--- src/rtl/lsu_pkg.sv ---
// Shared definitions for the memory-stage load/store unit: funct3 encodings,
// FSM state type and byte-enable width.
package lsu_pkg;

    localparam logic [2:0] F3_B  = 3'b000;
    localparam logic [2:0] F3_H  = 3'b001;
    localparam logic [2:0] F3_W  = 3'b010;
    localparam logic [2:0] F3_BU = 3'b100;
    localparam logic [2:0] F3_HU = 3'b101;

    localparam int BE_W = 4;

    typedef enum logic [1:0] {
        IDLE = 2'd0,
        REQ  = 2'd1,
        WAIT = 2'd2,
        DONE = 2'd3
    } lsu_state_t;

endpackage

--- src/rtl/lsu_load_ext.sv ---
// Load alignment: picks the byte/halfword at the access offset out of the raw
// memory word and sign- or zero-extends it according to funct3.
module lsu_load_ext
    import lsu_pkg::*;
(
    input  logic [31:0] rdata,
    input  logic [1:0]  offset,
    input  logic [2:0]  funct3,
    output logic [31:0] data
);

    logic [31:0] shifted;

    assign shifted = rdata >> {offset, 3'b000};

    always_comb begin
        data = rdata;
        case (funct3)
            F3_B:    data = {{24{shifted[7]}}, shifted[7:0]};
            F3_H:    data = {{16{shifted[15]}}, shifted[15:0]};
            F3_BU:   data = {24'd0, shifted[7:0]};
            F3_HU:   data = {16'd0, shifted[15:0]};
            default: data = rdata;
        endcase
    end

endmodule

--- src/rtl/m_lsu.sv ---
// Memory-stage load/store unit: issues one data-memory access per M-stage
// instruction over req/gnt/rvalid and stalls the pipeline until it completes.
// Optional macro LSU_MISALIGN_TRAP_EN flags misaligned H/W accesses instead of issuing them.
module m_lsu
    import lsu_pkg::*;
#(
    parameter int ADDR_W = 32,
    parameter int DATA_W = 32
) (
    input  logic              clk,
    input  logic              rst_n,
    input  logic              MemRead_M,
    input  logic              MemWrite_M,
    input  logic [2:0]        funct3_M,
    input  logic [ADDR_W-1:0] alu_result_M,
    input  logic [DATA_W-1:0] rs2_rdata_M,
    output logic              dmem_req,
    output logic              dmem_we,
    output logic [ADDR_W-1:0] dmem_addr,
    output logic [BE_W-1:0]   dmem_be,
    output logic [DATA_W-1:0] dmem_wdata,
    input  logic              dmem_gnt,
    input  logic              dmem_rvalid,
    input  logic [DATA_W-1:0] dmem_rdata,
    output logic [DATA_W-1:0] load_data_M,
    output logic              lsu_stall,
    output logic              lsu_misalign
);

    lsu_state_t        state_reg, state_next;
    logic [ADDR_W-1:0] addr_reg;
    logic [BE_W-1:0]   be_reg;
    logic [DATA_W-1:0] wdata_reg;
    logic              we_reg;
    logic [2:0]        f3_reg;
    logic [1:0]        off_reg;
    logic [DATA_W-1:0] load_reg;

    logic              access, trap, issue, capture;
    logic [1:0]        a, off_eff;
    logic [BE_W-1:0]   be_next;
    logic [DATA_W-1:0] wdata_next;
    logic [DATA_W-1:0] ext_data;

    assign access = MemRead_M | MemWrite_M;
    assign a      = alu_result_M[1:0];

    // Halfword/word offsets are forced to natural alignment; with trapping enabled
    // misaligned accesses never reach this path, so the forcing is harmless there.
    always_comb begin
        off_eff    = a;
        be_next    = 4'b1111;
        wdata_next = rs2_rdata_M;
        case (funct3_M[1:0])
            2'b00: begin
                be_next    = 4'b0001 << a;
                wdata_next = {4{rs2_rdata_M[7:0]}};
            end
            2'b01: begin
                off_eff    = {a[1], 1'b0};
                be_next    = 4'b0011 << {a[1], 1'b0};
                wdata_next = {2{rs2_rdata_M[15:0]}};
            end
            default: off_eff = 2'b00;
        endcase
    end

`ifdef LSU_MISALIGN_TRAP_EN
    assign trap = access &&
                  (((funct3_M[1:0] == 2'b01) && a[0]) ||
                   ((funct3_M[1:0] != 2'b00) && (funct3_M[1:0] != 2'b01) && (a != 2'b00)));
`else
    assign trap = 1'b0;
`endif

    assign issue        = (state_reg == IDLE) && access && !trap;
    assign lsu_misalign = (state_reg == IDLE) && trap;

    always_comb begin
        state_next = state_reg;
        dmem_req   = 1'b0;
        lsu_stall  = 1'b0;
        capture    = 1'b0;
        case (state_reg)
            IDLE: begin
                if (issue) begin
                    lsu_stall  = 1'b1;
                    state_next = REQ;
                end
            end
            REQ: begin
                dmem_req  = 1'b1;
                lsu_stall = 1'b1;
                if (dmem_gnt) begin
                    if (we_reg) begin
                        state_next = DONE;
                    end else if (dmem_rvalid) begin
                        capture    = 1'b1;
                        state_next = DONE;
                    end else begin
                        state_next = WAIT;
                    end
                end
            end
            WAIT: begin
                lsu_stall = 1'b1;
                if (dmem_rvalid) begin
                    capture    = 1'b1;
                    state_next = DONE;
                end
            end
            DONE:    state_next = IDLE;
            default: state_next = IDLE;
        endcase
    end

    lsu_load_ext u_load_ext (
        .rdata  (dmem_rdata),
        .offset (off_reg),
        .funct3 (f3_reg),
        .data   (ext_data)
    );

    always_ff @(posedge clk or negedge rst_n) begin
        if (!rst_n) begin
            state_reg <= IDLE;
            addr_reg  <= '0;
            be_reg    <= '0;
            wdata_reg <= '0;
            we_reg    <= 1'b0;
            f3_reg    <= 3'b000;
            off_reg   <= 2'b00;
            load_reg  <= '0;
        end else begin
            state_reg <= state_next;
            if (issue) begin
                addr_reg  <= {alu_result_M[ADDR_W-1:2], 2'b00};
                be_reg    <= be_next;
                wdata_reg <= wdata_next;
                we_reg    <= MemWrite_M;
                f3_reg    <= funct3_M;
                off_reg   <= off_eff;
            end
            if (capture) begin
                load_reg <= ext_data;
            end
        end
    end

    assign dmem_we     = we_reg;
    assign dmem_addr   = addr_reg;
    assign dmem_be     = be_reg;
    assign dmem_wdata  = wdata_reg;
    assign load_data_M = load_reg;

endmodule

--- config.mk ---
export PLATFORM = sky130hd
export DESIGN_NAME = m_lsu
export DESIGN_NICKNAME = d
export VERILOG_FILES = /design/src/rtl/lsu_pkg.sv /design/src/rtl/lsu_load_ext.sv /design/src/rtl/m_lsu.sv
export SDC_FILE = /design/constraint.sdc
export NUM_CORES = 1
export LEC_CHECK = 0
export BUFFER_PORTS_ARGS = -buffer_cell sky130_fd_sc_hd__buf_2
export CORE_MARGIN = 3
export CORE_UTILIZATION = 31
export CTS_BUF_LIST = sky130_fd_sc_hd__clkbuf_16
export CTS_CLUSTER_DIAMETER = 200
export DETAILED_ROUTE_END_ITERATION = 7
export GPL_TIMING_DRIVEN = 0
export PLACE_DENSITY = 0.59
export SETUP_SLACK_MARGIN = 0.05
export SKIP_LAST_GASP = 1
export SLEW_MARGIN = 15
export SYNTH_ARGS = -nofsm -noshare
export SYNTH_HDL_FRONTEND = slang
export SYNTH_SLANG_ARGS = --single-unit
export TNS_END_PERCENT = 20
--- constraint.sdc ---
create_clock -name clk -period 5.35 [get_ports clk]
set_clock_uncertainty 0.2 [all_clocks]
set_input_delay 0.8025 -clock clk [delete_from_list [all_inputs] [get_ports clk]]
set_output_delay 0.8025 -clock clk [all_outputs]
set_load 0.05 [all_outputs]
## After elaboration in Yosys (flattened, before gate mapping)

Index checks and enable logic that the tools add are counted.
W data, S select, Z words.

| cells by class | value |
|---|---|
| reduce and logical (&&, ||, !) cells | 6 |
| mux-type cells | 17 |
| bitwise gates (word level) | 1 |
| eq/ne operators | 10 |
| shift-type cells | 3 |

Operators with widths:

| kind | number |
|---|---|
| $pmux W32 S4 | 1 |
| $pmux W32 S2 | 1 |
| $shr A32 B5 Y16 | 1 |
| $pmux W2 S4 | 1 |
| $pmux W4 S2 | 1 |
| $mux W1 | 7 |
| $eq A3 B3 Y1 const B | 2 |
| $mux W2 | 3 |
| $ne A2 B2 Y1 const B | 3 |
| $eq A2 B1 Y1 const B | 2 |
| $eq A2 B2 Y1 const B | 2 |
| $logic_not A2 Y1 | 2 |
| $pmux W1 S2 | 2 |
| $pmux W2 S2 | 1 |
| $shl A1 B2 Y4 const A | 1 |
| $shl A2 B2 Y4 const A | 1 |
| $eq A3 B1 Y1 const B | 1 |
| $logic_not A3 Y1 | 1 |
| $reduce_and A3 Y1 | 1 |
| $reduce_or A2 Y1 | 1 |
| $logic_and A1 B1 Y1 | 1 |
| $or A1 B1 Y1 | 1 |

| word-level totals | value |
|---|---|
| input port bits | 105 |
| word-level logic and storage cells | 45 |
| register bits | 106 |

## Longest topological paths before layout

| depth | value |
|---|---|
| word-level depth | 4 |
| mapped depth | 7 |

## Modules after synthesis

Synthesis repeated with hierarchy kept, for this count alone.

| unflattened totals | value |
|---|---|
| cell total of the unflattened synthesis | 428 |
| area total of the unflattened synthesis | 5134.9 um^2 |

Modules (own cells, without submodules):

| module | cells an instance | area an instance (um^2) | sequential area each (um^2) | instances |
|---|---|---|---|---|
| m_lsu | 322 | 4443.0 | 2652.5 | 1 |
| lsu_load_ext | 106 | 691.9 | 0.0 | 1 |

## Worst setup path before layout

No wires, ideal clock.

| timing | value |
|---|---|
| path kind | input -> output |
| start point | in MemWrite_M |
| end point | out lsu_stall |
| cell stages on the path | 4 |
| setup slack | 2.267 ns |
| path buffers | 2 |
| data arrival time | 2.080 ns |
| data required time | 4.348 ns |
| cells stage by stage | o21ai_1 buf_2 buf_1 a21oi_1 |

| on the way | value |
|---|---|
| longest elaborated chain between the ends | 4 |

Ends and longest elaborated chain:

| what | line | source |
|---|---|---|
| start, declared | m_lsu.sv:13 | `input logic MemWrite_M,` |
| $or A1 B1 Y1 | m_lsu.sv:45 | `assign access = MemRead_M \| MemWrite_M;` |
| $logic_and A1 B1 Y1 | m_lsu.sv:76 | `assign issue = (state_reg == IDLE) && access && !trap;` |
| $mux W1 | m_lsu.sv:86 | `if (issue) begin` |
| $pmux W1 S2 | m_lsu.sv:84 | `case (state_reg)` |
| end, declared | m_lsu.sv:26 | `output logic lsu_stall,` |

No other way between the ends.

## Worst setup path in the final report

| timing | value |
|---|---|
| start point | reg state_reg[0] |
| end point | out lsu_stall |

| on the way | value |
|---|---|
| longest elaborated chain between the ends | 4 |
| elaborated cells on any way between the ends | 7 |
| those cells by class | eq/ne (2); mux (2); reduce/logical (3) |

Ends and longest elaborated chain:

| what | line | source |
|---|---|---|
| start, declared | m_lsu.sv:30 | `lsu_state_t state_reg, state_next;` |
| start signal, assigned | m_lsu.sv:135 | `state_reg <= state_next;` |
| $logic_not A2 Y1 | m_lsu.sv:76, m_lsu.sv:84 |  |
| $logic_and A1 B1 Y1 | m_lsu.sv:76 |  |
| $mux W1 | m_lsu.sv:86 |  |
| $pmux W1 S2 (*) | m_lsu.sv:84 |  |

Every way passes the cells marked *; elsewhere a longest branch is shown, timed or not.

==> flow_summary.json <==
{
  "status": "completed",
  "ant_nets": 0,
  "cp_max_fo": 10,
  "p_leak_nw": 3.28,
  "postSynth.asyncResetShare": 1.00,
  "hold_viol_final": 0,
  "cts_inserted_buffers": 9,
  "finalMaxSlewViolations": 0,
  "synth_area_per_cell_sq_um": 10.3,
  "n_fill_cell": 1555,
  "seq_area_frac_synth": 0.530,
  "grt_pass1_wl_microns": 24200,
  "vias": 4463,
  "clock_latency_ns": 0.36,
  "avgRoutedWirePerCell_microns": 16.3,
  "yosysWarnings": 0,
  "synth_area_leaders": "dfrtp_1, mux2_2, mux2i_1",
  "fin_nets": 811,
  "comb_power_share": 0.580,
  "htree_num_levels": 3,
  "ys_ff_latch": 106,
  "cp-end-kind": "primary output",
  "p_sw_mw": 2.67,
  "grt_use_total": 0.170,
  "hold_buffers": 0,
  "stdcell_count": 918,
  "synth_cell_types": 42,
  "initial_core_util": 0.323,
  "fin_setup_tns_ns": 0,
  "synth_largest_area_cell": "dfrtp_1",
  "rrSetupSlack_ns": 2.89,
  "p_clk_frac": 0.136,
  "cts_tree": "yes",
  "max_slew_margin": 0.505,
  "hpwlAfterDp_microns": 11700,
  "worstMarginPinSlew_ns": 0.743,
  "first_pass_iters": 5,
  "finalSetupViolCount": 0,
  "max_cap_violations": 0,
  "worstPathRequired_ns": 4.35,
  "area_delta_synth_final_pct": 32.4,
  "clock_path_buffers": 2,
  "power_density_nw_per_um2": 750,
  "internal_power_mw": 2.31,
  "min_period_over_period": 0.673,
  "synth_area_sq_um": 5000,
  "synth_top_area_frac": 0.530,
  "rsz0062_at_grt": "no",
  "drive_above_1_share": 0.399,
  "clkTransAtPathRegs_ns": 0.07,
  "synth_compound_area_frac": 0.129,
  "grt.overflow.total": 0,
  "hold_path_class": "in -> async",
  "remaining_drc_errors": 0,
  "cts.sinks": 106,
  "synth_xor_xnor_area_share": 0,
  "mostFrequentLayoutCells": "buf_2, dfrtp_1, nand2_1, o21ai_0",
  "cts_resized": 0,
  "synth_top_family_by_area": "multiplexers",
  "drt_wl_total_microns": 15000,
  "ir_drop_uv": 390,
  "post_synth_mux_area_share": 0.157,
  "first_global_vias": 4623,
  "core_area_sq_um": 15500,
  "cts_root_buf": "clkbuf_16",
  "fmax_mhz": 278,
  "switching_share": 0.536,
  "fin_util": 0.428,
  "rows": 45,
  "critPathLaunchType": "register",
  "diodes": 0,
  "io_pins": 209,
  "min_period_ns": 3.60,
  "io_buffer_count": 204,
  "synth_fa_ha_area_frac": 0.0100,
  "synthSimpleGateAreaFrac": 0.136,
  "grt_antenna_before_repair": 0,
  "viasPerCell": 4.86,
  "critPathArrivalTime_ns": 2.60,
  "final_common_cell": "buf_2",
  "seq_power_share": 0.283,
  "synthCells": 484,
  "gp_congestion": 0.870,
  "dp_cells": 902,
  "drt_iter0_markers": 242,
  "post_cts_buffers": 0,
  "synthFlopType": "dfrtp_1",
  "die-width_microns": 133,
  "synth-edff-count": 0,
  "crit_type": "reg -> out",
  "chipHeight_microns": 133,
  "die-area_sq_um": 17700,
  "grt_start_max_net_pins": 60
}
-- power groups by stage --
stage | Sequential, mW | Combinational [mW] | Clock [mW]
final | 1.41 | 2.88 | 0.678
after floorplan | 2.65 | 0.925 | 0
after global routing | 1.46 | 3.08 | 0.724
after global placement | 1.41 | 2.87 | 0
after CTS | 1.41 | 2.91 | 0.695
after detailed placement | 1.42 | 2.91 | 0
-- worst max-delay path, stage by stage, from the launching register on --
cell	delay [ns]
dfrtp_1	0.42
inv_1	0.09
ha_1	0.26
o21ai_1	0.36
buf_2	0.35
buf_1	0.40
a21oi_1	0.13
buf_2	0.23
-- cell families (layout without fill, tap and decap cells) --
family                   Yosys count  in the layout
AO/OA/AOI/OAI                    102            102
other                              1              3
adder cells (fa/ha/maj)            4              4
buffers and inverters             41            262
multiplexers                      73             73
flip-flops                       106            106
AND/OR/NAND/NOR                  157            157
-- Yosys cell counts (2+ instances only) --
master      n
clkbuf_1   13
buf_4       4
mux2_2     40
ha_1        4
and2b_1     2
o21ai_0    54
nand3_1    15
a21oi_1    17
nand2_1    77
a221oi_1    7
inv_1       7
o21ai_1     2
o211ai_1    9
o31ai_1     2
mux2i_1    32
buf_2      10
nand2b_1   11
and2_1      7
dfrtp_1   106
buf_1       4
nor2_1     40
-- cell type report --
cell class / instances / area [sq um] / area share
multi-input combinational: 339 / 2170 / 0.327
buffer: 33 / 160 / 0.0242
clock buffer: 9 / 225 / 0.0340
sequential: 106 / 2650 / 0.400
tap: 211 / 264 / 0.0398
timing repair buffer: 205 / 1050 / 0.159
clock inverter: 7 / 70.1 / 0.0106
inverter: 8 / 30.0 / 0.00453
-- metal layers --
metal	up-vias	track usage	wire length, microns
met5	-	0	0
met4	0	0.0704	369
met3	30	0.0525	1460
met2	224	0.263	6850
met1	2115	0.220	6310
li1	2094	-	-
-- stage by stage --
step	total power [mW]	setup slack, ns	hold WS, ns	area (sq um)
floorplan	3.58	2.27	0.279	5010
global placement	4.28	1.73	0.261	6300
detailed placement	4.33	1.74	0.271	6330
CTS	5.02	1.67	0.187	6630
global route	5.26	1.55	0.209	6630
finish	4.97	1.75	0.179	6630
-- path summary, 6_finish.rpt --
check                          startpoint              end  depth (start not counted)
min in group clk           dmem_wdata[29]   dmem_wdata[29]                          2
hold reg to reg            dmem_wdata[29]   dmem_wdata[29]                          2
setup reg to reg             state_reg[0]        f3_reg[1]                          6
max in group asynchronous           rst_n    dmem_addr[27]                          2
setup / recovery             state_reg[0]        lsu_stall                          7
hold / removal                      rst_n  load_data_M[24]                          1
Note: power is estimated with default switching activity, not from simulation.
